--- src/rtl/id_stage_hs_pkg.sv ---
// Shared decode types for id_stage_hs: opcodes, control word, FSM state,
// and the control-ROM / immediate-generator helpers.
package id_stage_hs_pkg;

  localparam logic [6:0] OP_LOAD   = 7'b0000011;
  localparam logic [6:0] OP_IMM    = 7'b0010011;
  localparam logic [6:0] OP_AUIPC  = 7'b0010111;
  localparam logic [6:0] OP_STORE  = 7'b0100011;
  localparam logic [6:0] OP_REG    = 7'b0110011;
  localparam logic [6:0] OP_LUI    = 7'b0110111;
  localparam logic [6:0] OP_BRANCH = 7'b1100011;
  localparam logic [6:0] OP_JALR   = 7'b1100111;
  localparam logic [6:0] OP_JAL    = 7'b1101111;

  typedef enum logic [2:0] {IMM_ZERO, IMM_I, IMM_S, IMM_B, IMM_U, IMM_J} imm_sel_t;
  typedef enum logic {ID_RUN, ID_LDUSE} id_state_t;

  typedef struct packed {
    logic [6:0] opcode;
    logic [3:0] alu_op;
    imm_sel_t   imm_sel;
    logic       reg_write;
    logic       mem_read;
    logic       mem_write;
    logic       branch;
    logic       jump;
    logic       alu_src;
  } rv32i_control_word;

  function automatic logic uses_rs1(input logic [6:0] op);
    return (op == OP_REG) || (op == OP_IMM) || (op == OP_LOAD) ||
           (op == OP_STORE) || (op == OP_BRANCH) || (op == OP_JALR);
  endfunction

  function automatic logic uses_rs2(input logic [6:0] op);
    return (op == OP_REG) || (op == OP_STORE) || (op == OP_BRANCH);
  endfunction

  function automatic logic uses_rd(input logic [6:0] op);
    return (op == OP_REG) || (op == OP_IMM) || (op == OP_LOAD) || (op == OP_LUI) ||
           (op == OP_AUIPC) || (op == OP_JAL) || (op == OP_JALR);
  endfunction

  function automatic rv32i_control_word control_rom(input logic [31:0] instr);
    rv32i_control_word c;
    c = '0;
    c.opcode = instr[6:0];
    case (instr[6:0])
      OP_REG:    c.alu_op = {instr[30], instr[14:12]};
      OP_IMM: begin
        c.alu_op  = {instr[30] & (instr[14:12] == 3'b101), instr[14:12]};
        c.imm_sel = IMM_I;
        c.alu_src = 1'b1;
      end
      OP_LOAD: begin
        c.mem_read = 1'b1;
        c.imm_sel  = IMM_I;
        c.alu_src  = 1'b1;
      end
      OP_STORE: begin
        c.mem_write = 1'b1;
        c.imm_sel   = IMM_S;
        c.alu_src   = 1'b1;
      end
      OP_BRANCH: begin
        c.branch  = 1'b1;
        c.alu_op  = {1'b0, instr[14:12]};
        c.imm_sel = IMM_B;
      end
      OP_JAL: begin
        c.jump    = 1'b1;
        c.imm_sel = IMM_J;
      end
      OP_JALR: begin
        c.jump    = 1'b1;
        c.imm_sel = IMM_I;
        c.alu_src = 1'b1;
      end
      OP_LUI, OP_AUIPC: begin
        c.imm_sel = IMM_U;
        c.alu_src = 1'b1;
      end
      default: c = '0;
    endcase
    c.reg_write = uses_rd(instr[6:0]);
    return c;
  endfunction

  function automatic logic [31:0] imm_gen(input logic [31:0] instr, input imm_sel_t sel);
    logic [31:0] imm;
    case (sel)
      IMM_I:   imm = {{20{instr[31]}}, instr[31:20]};
      IMM_S:   imm = {{20{instr[31]}}, instr[31:25], instr[11:7]};
      IMM_B:   imm = {{19{instr[31]}}, instr[31], instr[7], instr[30:25], instr[11:8], 1'b0};
      IMM_U:   imm = {instr[31:12], 12'd0};
      IMM_J:   imm = {{11{instr[31]}}, instr[31], instr[19:12], instr[20], instr[30:21], 1'b0};
      default: imm = 32'd0;
    endcase
    return imm;
  endfunction

endpackage

--- src/rtl/id_stage_hs_id_ex_reg.sv ---
// ID/EX payload register with valid/ready advance, bubble insertion and flush.
module id_ex_reg #(
  parameter int W = 8
) (
  input  logic         clk,
  input  logic         rst_n,
  input  logic         flush_i,
  input  logic         adv_i,
  input  logic         load_i,
  input  logic [W-1:0] data_i,
  output logic         valid_o,
  output logic [W-1:0] data_o
);

  logic         valid_q, valid_d;
  logic [W-1:0] data_q, data_d;

  // A flush kills the slot; on advance, load a new op or a bubble; otherwise hold.
  always_comb begin
    valid_d = valid_q;
    data_d  = data_q;
    if (flush_i) begin
      valid_d = 1'b0;
    end else if (adv_i) begin
      valid_d = load_i;
      data_d  = load_i ? data_i : data_q;
    end else begin
      valid_d = valid_q;
    end
  end

  // Slot state register.
  always_ff @(posedge clk or negedge rst_n) begin
    if (!rst_n) begin
      valid_q <= 1'b0;
      data_q  <= '0;
    end else begin
      valid_q <= valid_d;
      data_q  <= data_d;
    end
  end

  assign valid_o = valid_q;
  assign data_o  = data_q;

endmodule

--- src/rtl/id_stage_hs.sv ---
// Decode stage: decoder, control ROM, regfile, load-use interlock and owned ID/EX register.
// Define ID_WB_BYPASS_EN to make same-cycle writeback visible to the regfile read ports.
module id_stage_hs
  import id_stage_hs_pkg::*;
#(
  parameter int XLEN     = 32,
  parameter int NUM_REGS = 32
) (
  input  logic              clk,
  input  logic              rst_n,
  input  logic              if_valid,
  output logic              if_ready,
  input  logic [31:0]       if_instr,
  input  logic [XLEN-1:0]   if_pc_plus4,
  input  logic              if_is_branch,
  input  logic              branch_recovery,
  input  logic              wb_load,
  input  logic [4:0]        wb_dest,
  input  logic [XLEN-1:0]   wb_data,
  output logic              ex_valid,
  input  logic              ex_ready,
  output rv32i_control_word ex_ctrl,
  output logic [XLEN-1:0]   ex_imm,
  output logic [4:0]        ex_rs1,
  output logic [4:0]        ex_rs2,
  output logic [4:0]        ex_rd,
  output logic [XLEN-1:0]   ex_rs1_data,
  output logic [XLEN-1:0]   ex_rs2_data,
  output logic [XLEN-1:0]   ex_pc_plus4,
  output logic              ex_is_branch,
  output logic              ex_illegal
);

  localparam int REG_AW = $clog2(NUM_REGS);
  localparam int PW     = $bits(rv32i_control_word) + 4 * XLEN + 17;

  function automatic logic reg_ok(input logic [4:0] idx);
    return ({27'd0, idx} < NUM_REGS);
  endfunction

  logic [XLEN-1:0]   regs_q [NUM_REGS];
  id_state_t         state_q, state_d;
  rv32i_control_word ctrl_rom, ctrl;
  logic [4:0]        rs1, rs2, rd;
  logic              illegal, hazard, adv, capture, byp1, byp2;
  logic [XLEN-1:0]   imm, rs1_data, rs2_data;
  logic [PW-1:0]     payload_d, payload_q;

  // Field extraction; unused source/dest fields read as x0 so they never match a hazard.
  always_comb begin
    rs1      = uses_rs1(if_instr[6:0]) ? if_instr[19:15] : 5'd0;
    rs2      = uses_rs2(if_instr[6:0]) ? if_instr[24:20] : 5'd0;
    rd       = uses_rd(if_instr[6:0])  ? if_instr[11:7]  : 5'd0;
    illegal  = !reg_ok(rs1) || !reg_ok(rs2) || !reg_ok(rd);
    ctrl_rom = control_rom(if_instr);
    ctrl     = illegal ? '0 : ctrl_rom;
    imm      = XLEN'($signed(imm_gen(if_instr, ctrl_rom.imm_sel)));
  end

`ifdef ID_WB_BYPASS_EN
  assign byp1 = wb_load && (wb_dest == rs1);
  assign byp2 = wb_load && (wb_dest == rs2);
`else
  assign byp1 = 1'b0;
  assign byp2 = 1'b0;
`endif

  // Regfile read ports: x0 and out-of-range indices read as zero.
  always_comb begin
    rs1_data = (rs1 == 5'd0 || !reg_ok(rs1)) ? '0 :
               (byp1 ? wb_data : regs_q[rs1[REG_AW-1:0]]);
    rs2_data = (rs2 == 5'd0 || !reg_ok(rs2)) ? '0 :
               (byp2 ? wb_data : regs_q[rs2[REG_AW-1:0]]);
  end

  // Regfile write port; storage is intentionally not reset.
  always_ff @(posedge clk) begin
    if (wb_load && wb_dest != 5'd0 && reg_ok(wb_dest)) begin
      regs_q[wb_dest[REG_AW-1:0]] <= wb_data;
    end
  end

  assign adv    = !ex_valid || ex_ready;
  assign hazard = if_valid && ex_valid && (ex_ctrl.opcode == OP_LOAD) && (ex_rd != 5'd0) &&
                  ((ex_rd == rs1) || (ex_rd == rs2));

  // Interlock state register.
  always_ff @(posedge clk or negedge rst_n) begin
    if (!rst_n) begin
      state_q <= ID_RUN;
    end else begin
      state_q <= state_d;
    end
  end

  // Next state: recovery always returns to RUN; LDUSE lasts a single advancing cycle.
  always_comb begin
    state_d = state_q;
    if (branch_recovery) begin
      state_d = ID_RUN;
    end else begin
      case (state_q)
        ID_RUN:   state_d = (hazard && adv) ? ID_LDUSE : ID_RUN;
        ID_LDUSE: state_d = adv ? ID_RUN : ID_LDUSE;
        default:  state_d = ID_RUN;
      endcase
    end
  end

  // Handshake outputs.
  always_comb begin
    if_ready = adv && (state_q == ID_RUN) && !hazard && !branch_recovery;
    capture  = if_valid && if_ready;
  end

  assign payload_d = {ctrl, imm, rs1, rs2, rd, rs1_data, rs2_data, if_pc_plus4, if_is_branch, illegal};

  id_ex_reg #(.W(PW)) u_id_ex_reg (
    .clk     (clk),
    .rst_n   (rst_n),
    .flush_i (branch_recovery),
    .adv_i   (adv),
    .load_i  (capture),
    .data_i  (payload_d),
    .valid_o (ex_valid),
    .data_o  (payload_q)
  );

  assign {ex_ctrl, ex_imm, ex_rs1, ex_rs2, ex_rd, ex_rs1_data, ex_rs2_data,
          ex_pc_plus4, ex_is_branch, ex_illegal} = payload_q;

endmodule

--- config.mk ---
export PLATFORM = sky130hd
export DESIGN_NAME = id_stage_hs
export DESIGN_NICKNAME = d
export VERILOG_FILES = /design/src/rtl/id_stage_hs_pkg.sv /design/src/rtl/id_stage_hs_id_ex_reg.sv /design/src/rtl/id_stage_hs.sv
export SDC_FILE = /design/constraint.sdc
export NUM_CORES = 2
export LEC_CHECK = 0
export CORE_MARGIN = 2
export CORE_UTILIZATION = 40
export CTS_CLUSTER_SIZE = 28
export DETAILED_ROUTE_END_ITERATION = 10
export DONT_BUFFER_PORTS = 1
export PLACE_DENSITY = 0.61
export SLEW_MARGIN = 25
export SYNTH_ARGS = -nofsm -noshare
export SYNTH_HDL_FRONTEND = slang
export SYNTH_SLANG_ARGS = --single-unit
--- constraint.sdc ---
create_clock -name clk -period 3.5 [get_ports clk]
set_clock_uncertainty 0.1 [all_clocks]
set_input_delay 0.525 -clock clk [delete_from_list [all_inputs] [get_ports clk]]
set_output_delay 0.525 -clock clk [all_outputs]
set_load 0.005 [all_outputs]
# Word-level counts from Yosys, hierarchy flattened
# Memory sizes are Yosys's and may differ from the RTL's.
# Index checks and enable logic that the tools add are counted.
# Widths: inputs -> output; s select.
[totals]
output_inout_bits = 167
rom_bits = 0
n_memories = 1
reg_bits = 166
wordCells = 84
ram_bits = 1024
input_bits = 108
latchBits = 0
[classes]
n_shift = 0
n_mux = 22
reduce_logical = 37
magnitude_cmp = 0
eq_ne = 18
n_bitwise = 3
n_div = 0
add_sub_neg = 0
n_mul = 0
[mem_list]
columns = ["name", "words", "width", "read_ports", "rd_ports_with_merged_regs", "write_ports", "line_no", "text"]
rows = [
  ["regs_q", 32, 32, 2, 0, 1, "id_stage_hs.sv:41", "logic [XLEN-1:0] regs_q [NUM_REGS];"],
]
[op_table]
columns = ["op", "count"]
rows = [
  ["$pmux 32 s5", 1],
  ["$mux 32", 2],
  ["$eq 7x6->1 const B", 3],
  ["$eq 7x7->1 const B", 3],
  ["$mux 5", 3],
  ["$pmux 3 s5", 1],
  ["$eq 7x2->1 const B", 2],
  ["$eq 7x5->1 const B", 2],
  ["$logic_or 1x1->1", 13],
  ["$mux 1", 12],
  ["$pmux 4 s3", 1],
  ["$eq 5x5->1", 2],
  ["$logic_and 1x1->1", 10],
  ["$logic_not 5->1", 2],
  ["$reduce_bool 5->1", 2],
  ["$eq 3x3->1 const B", 3],
  ["$reduce_or 9->1", 1],
  ["$mux 7", 1],
  ["$eq 3x2->1 const B", 2],
  ["$reduce_or 6->1", 1],
  ["$reduce_or 2->1", 2],
  ["$eq 3x1->1 const B", 1],
  ["$logic_not 1->1", 3],
  ["$reduce_and 3->1", 1],
  ["other kinds (5)", 6],
]

# Longest topological paths before layout
[logic_depth]
depth_word = 16
depth_mapped = 12
ltp_nobuf = 8

# By module
# From an unflattened synthesis, not the netlist that was laid out.
[unflattened]
cells_unflattened = 4490
hier_area_um2 = 55947.4
[by_module_without_submodules]
columns = ["mod", "seq_area_each_um2", "n_inst", "area_each_um2", "cells_each"]
rows = [
  ["id_stage_hs", 30744.5, 1, 49142.1, 4138],
  ["id_ex_reg", 4154.0, 1, 6805.3, 352],
]

# Least setup slack after synthesis
# No wires, ideal clock.
[synth_timing]
path_type = "input-to-reg"
from = "input port wb_dest[1]"
to = "memory regs_q[28][0], enable pin"
n_path_buf = 1
setup_slack_ns = 0.633
setup_ns = 0.421
t_required_ns = 2.979
arrival_time_ns = 2.346
cell_stages = 3
cell_sequence = "or2_2 > clkbuf_1 > nor2_1"
[synth_via]
elab_chain_len = 4
[synth_lines]
columns = ["item", "line_no", "text"]
rows = [
  ["start: declaration", "id_stage_hs.sv:18", "input logic [4:0] wb_dest,"],
  ["$reduce_bool 5->1", "id_stage_hs.sv:78", "if (wb_load && wb_dest != 5'd0 && reg_ok(wb_dest)) begin"],
  ["$logic_and 1x1->1", "id_stage_hs.sv:78", ""],
  ["$mux 1", "id_stage_hs.sv:78", ""],
  ["$mux 1 (not written as such)", "id_stage_hs.sv:79", "regs_q[wb_dest[REG_AW-1:0]] <= wb_data;"],
  ["end: declaration", "id_stage_hs.sv:41", ""],
]
# Several ways; a longest one is shown, not always the timed one.

# Final worst setup path
[layout_timing]
from = "register u_id_ex_reg.data_q[102], in the netlist u_id_ex_reg.data_o[102]"
to = "output port if_ready"
[layout_via]
elab_chain_len = 6
elab_cells_between_ends = 9
cone_classes = "eq/ne (2); reduce/logical (7)"
[layout_lines]
columns = ["item", "line_no", "text"]
rows = [
  ["start: declaration", "id_stage_hs_id_ex_reg.sv:16", "logic [W-1:0] data_q, data_d;"],
  ["start signal: assignment", "id_stage_hs_id_ex_reg.sv:39", "data_q <= data_d;"],
  ["$eq 5x5->1 or $reduce_bool 5->1 (tied branches)", "id_stage_hs.sv:85, id_stage_hs.sv:84", ""],
  ["$logic_or 1x1->1 or $logic_and 1x1->1 (tied branches)", "id_stage_hs.sv:85, id_stage_hs.sv:84", ""],
  ["$logic_and 1x1->1 (*)", "id_stage_hs.sv:84", "assign hazard = if_valid && ex_valid && (ex_ctrl.opcode == OP_LOAD) && (ex_rd != 5'd0) &&"],
  ["$logic_not 1->1 (*)", "id_stage_hs.sv:112", "if_ready = adv && (state_q == ID_RUN) && !hazard && !branch_recovery;"],
  ["$logic_and 1x1->1 (*) (2 in series)", "id_stage_hs.sv:112", ""],
  ["end: declaration", "id_stage_hs.sv:12", "output logic if_ready,"],
]
# Every way passes the cells marked *; elsewhere a longest branch is shown, timed or not.

==> flow_summary.yaml <==
outcome:
  run_status: "finished with violations"
  failed_checks: "negative hold slack"
clock_tree:
  numClockSinks: 1190
  cts_bufs_inserted: 132
  cts.hold.buffers_added: 106
  clock_insertion_delay_worst_skew_ns: 0.76
  cts_max_path_buffers: 3
  h-tree-depth: 4
  clk_transition_reported_paths_ns: 0.06
  root_buf_cell: "sky130_fd_sc_hd__clkbuf_16"
  cts_tree: "built"
pwr:
  leakagePower_nw: 22.5
  total_power_w: 0.0315
  cellPowerDensity_nw_per_um2: 480
  maximum_resistive_drop_on_vdd_v: 0.000404
placement:
  place.detailed.hpwl_um: 119000
  gp_routability_congestion: 0.881
  io_buffer_count: 0
detailed_routing:
  drc: 0
  route.detailed.wl_per_inst_um: 33.3
  detail-route-antenna-nets: 0
  finalWirelength_um: 218000
  number_of_drc_violations_after_detailed_routing_iteration_0: 6012
  post_detailed_route_via_to_cell_ratio: 6.58
  vias: 43200
  detail_route.first_pass.iterations: 6
timing:
  finalCritPeriodShare_pct: 94.8
  rsz_0062_raised_after_global_routing: "false"
  fmax_mhz: 301
  tightest_slew_ns: 1.27
  min_period_ns: 3.32
  finalMaxSlewViolations: 0
  timing.final.setup_violations: 0
  finalHoldViolations: 166
  finalHoldWorstSlack_ns: -0.601
  timing.setup.tns_ns: 0
  maxSlewHeadroom_pct: 15.1
synthesis:
  synth_warnings: 0
  synth_cell_type_count: 72
  synth_sequential_area_ratio_pct: 61.9
  yosys.cell_count.top_type: "sky130_fd_sc_hd__edfxtp_1"
  synth_area_um2: 56400
  ys_top_cells_by_area: "sky130_fd_sc_hd__edfxtp_1 (55%), sky130_fd_sc_hd__dfrtp_1 (7.4%), sky130_fd_sc_hd__mux2i_1 (7.0%)"
  synth_seq_cells: 1190
  yosys.area.top_type_share_pct: 54.6
  synth-async-reset-ratio_pct: 13.9
  synth_area_leader_cell: "sky130_fd_sc_hd__edfxtp_1"
  synth_area_per_cell_um2: 12.6
  synth_enable_flop_cells: 1024
  top_post_synthesis_cells_by_count: "sky130_fd_sc_hd__edfxtp_1 (1024), sky130_fd_sc_hd__nand2_1 (414), sky130_fd_sc_hd__mux2i_1 (392), sky130_fd_sc_hd__o22ai_1 (314), sky130_fd_sc_hd__nor2_1 (271)"
  synth_cells: 4472
  postSynth.topFlopCell: "sky130_fd_sc_hd__edfxtp_1"
global_route:
  globalRouteOverflowTotal: 0
  grt_first_pass_wirelength_um: 303000
  maximum_number_of_pins_on_one_net_before_global_route_repair: 362
  global_route_usage_sum_pct: 29.5
  antenna_violations_before_repair: 15
  first_global_vias: 41400
cells_and_area:
  area_growth_pct: 16.2
  layout.nets: 4682
  fillerInstances: 12200
  share_of_post_route_cells_with_drive_strength_above_1_pct: 15.9
setup_path:
  cp.arrival_ns: 2.69
  timing.setup.critical_path_class: "reg -> out"
  cp-start-kind: "flip-flop"
  critPathMaxFanout: 6
  type_of_element_capturing_the_critical_path: "output port"
  worst_ep_required_time_ns: 2.87
floorplanning:
  floorplan.initialDensity_pct: 40.3
  ios: 275
  die_x_um: 379
  design.core.area_um2: 140000
  num_rows: 137
  dieArea_um2: 144000
  die_h_um: 379
min_path:
  hold_path.class: "in -> async"
run:
  cap_violations: 0
-- worst paths after layout --
kind                                           end  depth (start not counted)                     from  slack [ns]
max                                       if_ready                          8  u_id_ex_reg.data_o[102]        0.18
min                          u_id_ex_reg.data_o[8]                          0                    rst_n       -0.60
max reg2reg                u_id_ex_reg.data_o[149]                         11  u_id_ex_reg.data_o[102]        0.40
min reg2reg                  u_id_ex_reg.data_o[9]                          1    u_id_ex_reg.data_o[9]        0.41
max in group asynchronous   u_id_ex_reg.data_o[37]                          0                    rst_n        3.06
min in group clk           u_id_ex_reg.data_o[147]                          2              if_instr[6]        0.05
-- per-layer routing --
metal / wire length, µm / share of wire [%] / vias to the layer above / track usage, %
met2: 96500 / 44 / 3165 / 44.9
li1: - / - / 17600 / -
met4: 9040 / 4.1 / 18 / 11.7
met1: 83500 / 38 / 21700 / 39.4
met5: 126 / 0.058 / - / 0
met3: 29100 / 13 / 626 / 8.93
-- worst max-delay path: stages, from the launching register on --
cell	delay [ns]
sky130_fd_sc_hd__dfrtp_1	0.50
sky130_fd_sc_hd__or4_1	0.47
sky130_fd_sc_hd__nor2_1	0.21
sky130_fd_sc_hd__a211oi_2	0.06
sky130_fd_sc_hd__nand4_1	0.15
sky130_fd_sc_hd__nand3_2	0.13
sky130_fd_sc_hd__buf_4	0.20
sky130_fd_sc_hd__inv_2	0.07
sky130_fd_sc_hd__buf_4	0.13
-- flip-flops by register name, summed over array words and instances (netlist names) --
signal	cells
regs_q	1024
u_id_ex_reg.data_o	164
state_q	1
u_id_ex_reg.valid_o	1
-- metrics by stage --
step / cells / setup WS [ns] / area (µm²) / hold slack (ns) / util, %
after floorplan: 4504 / 0.633 / 56500 / 0.129 / -
after global placement: 6209 / 0.257 / 60300 / 0.146 / 43.2
after detailed placement: 6209 / 0.244 / 60300 / 0.146 / 43.2
after CTS: 6551 / 0.0828 / 65600 / -0.682 / 47.0
after global routing: 6553 / 0.0403 / 65500 / -0.646 / 46.9
final: 6558 / 0.183 / 65500 / -0.601 / 46.9
-- final cells by class --
cell class | count | area, µm² | area share [%]
flip-flops and latches | 1190 | 34900 | 53.3
multi-input cells | 2874 | 20300 | 30.9
clock buffers | 173 | 3580 | 5.46
repair buffers | 316 | 3570 | 5.46
well taps | 1876 | 2350 | 3.58
clock inverters | 62 | 588 | 0.898
inverters | 60 | 226 | 0.346
diodes | 7 | 17.5 | 0.0267
-- where the power goes --
group | switching (W) | internal, W | leakage, nW
Sequential | 0.000230 | 0.0157 | 11.5
Clock | 0.00596 | 0.00763 | 2.02
Combinational | 0.00113 | 0.000795 | 9.06
Total | 0.00733 | 0.0241 | 22.5
-- cell usage in the layout, fill, tap and decap left out, types with 25 or more instances in the layout --
cell type                       netlist  routed
sky130_fd_sc_hd__edfxtp_1          1024    1024
sky130_fd_sc_hd__nand2_1            414     408
sky130_fd_sc_hd__mux2i_1            392     392
sky130_fd_sc_hd__o22ai_1            314     314
sky130_fd_sc_hd__mux2_2             242     242
sky130_fd_sc_hd__nor2_1             271     235
sky130_fd_sc_hd__a21oi_1            204     204
sky130_fd_sc_hd__dfrtp_1            166     166
sky130_fd_sc_hd__clkbuf_16            0     133
sky130_fd_sc_hd__buf_4                4     130
sky130_fd_sc_hd__o21ai_0            122     121
sky130_fd_sc_hd__o211ai_1           108     108
sky130_fd_sc_hd__a211oi_1            92      90
sky130_fd_sc_hd__buf_12               0      86
sky130_fd_sc_hd__dlygate4sd3_1        0      75
sky130_fd_sc_hd__a22o_1              67      67
sky130_fd_sc_hd__nor4_1              64      63
sky130_fd_sc_hd__o221ai_1            63      63
sky130_fd_sc_hd__inv_1               59      58
sky130_fd_sc_hd__nor3_1              49      49
sky130_fd_sc_hd__o311a_1             49      49
sky130_fd_sc_hd__mux2_1              48      48
sky130_fd_sc_hd__nand3_1             42      38
sky130_fd_sc_hd__nor2_4               1      37
sky130_fd_sc_hd__a31oi_1             36      36
sky130_fd_sc_hd__and2_1              35      35
sky130_fd_sc_hd__and3_1              36      33
sky130_fd_sc_hd__conb_1               1      33
sky130_fd_sc_hd__o22a_1              31      31
sky130_fd_sc_hd__clkbuf_1           230      30
sky130_fd_sc_hd__a2111oi_0           29      29
sky130_fd_sc_hd__clkinv_1             0      27
sky130_fd_sc_hd__buf_2              102      25
-- what timing repair did --
action,in CTS,in global routing
pin swaps,1,0
buffers inserted,1,0
hold endpoints to repair,1272,166
resized for setup,1,1
setup endpoints to repair,1,1
-- kinds of logic after synthesis --
kind of cell    synth area share [%]
xor+xnor                      0.0155
other cells                  0.00665
simple gates                    7.46
flops                           61.9
mux                             13.0
buf+inv                         3.18
compound gates                  14.4
No activity file was read; power rests on OpenSTA's default activity.
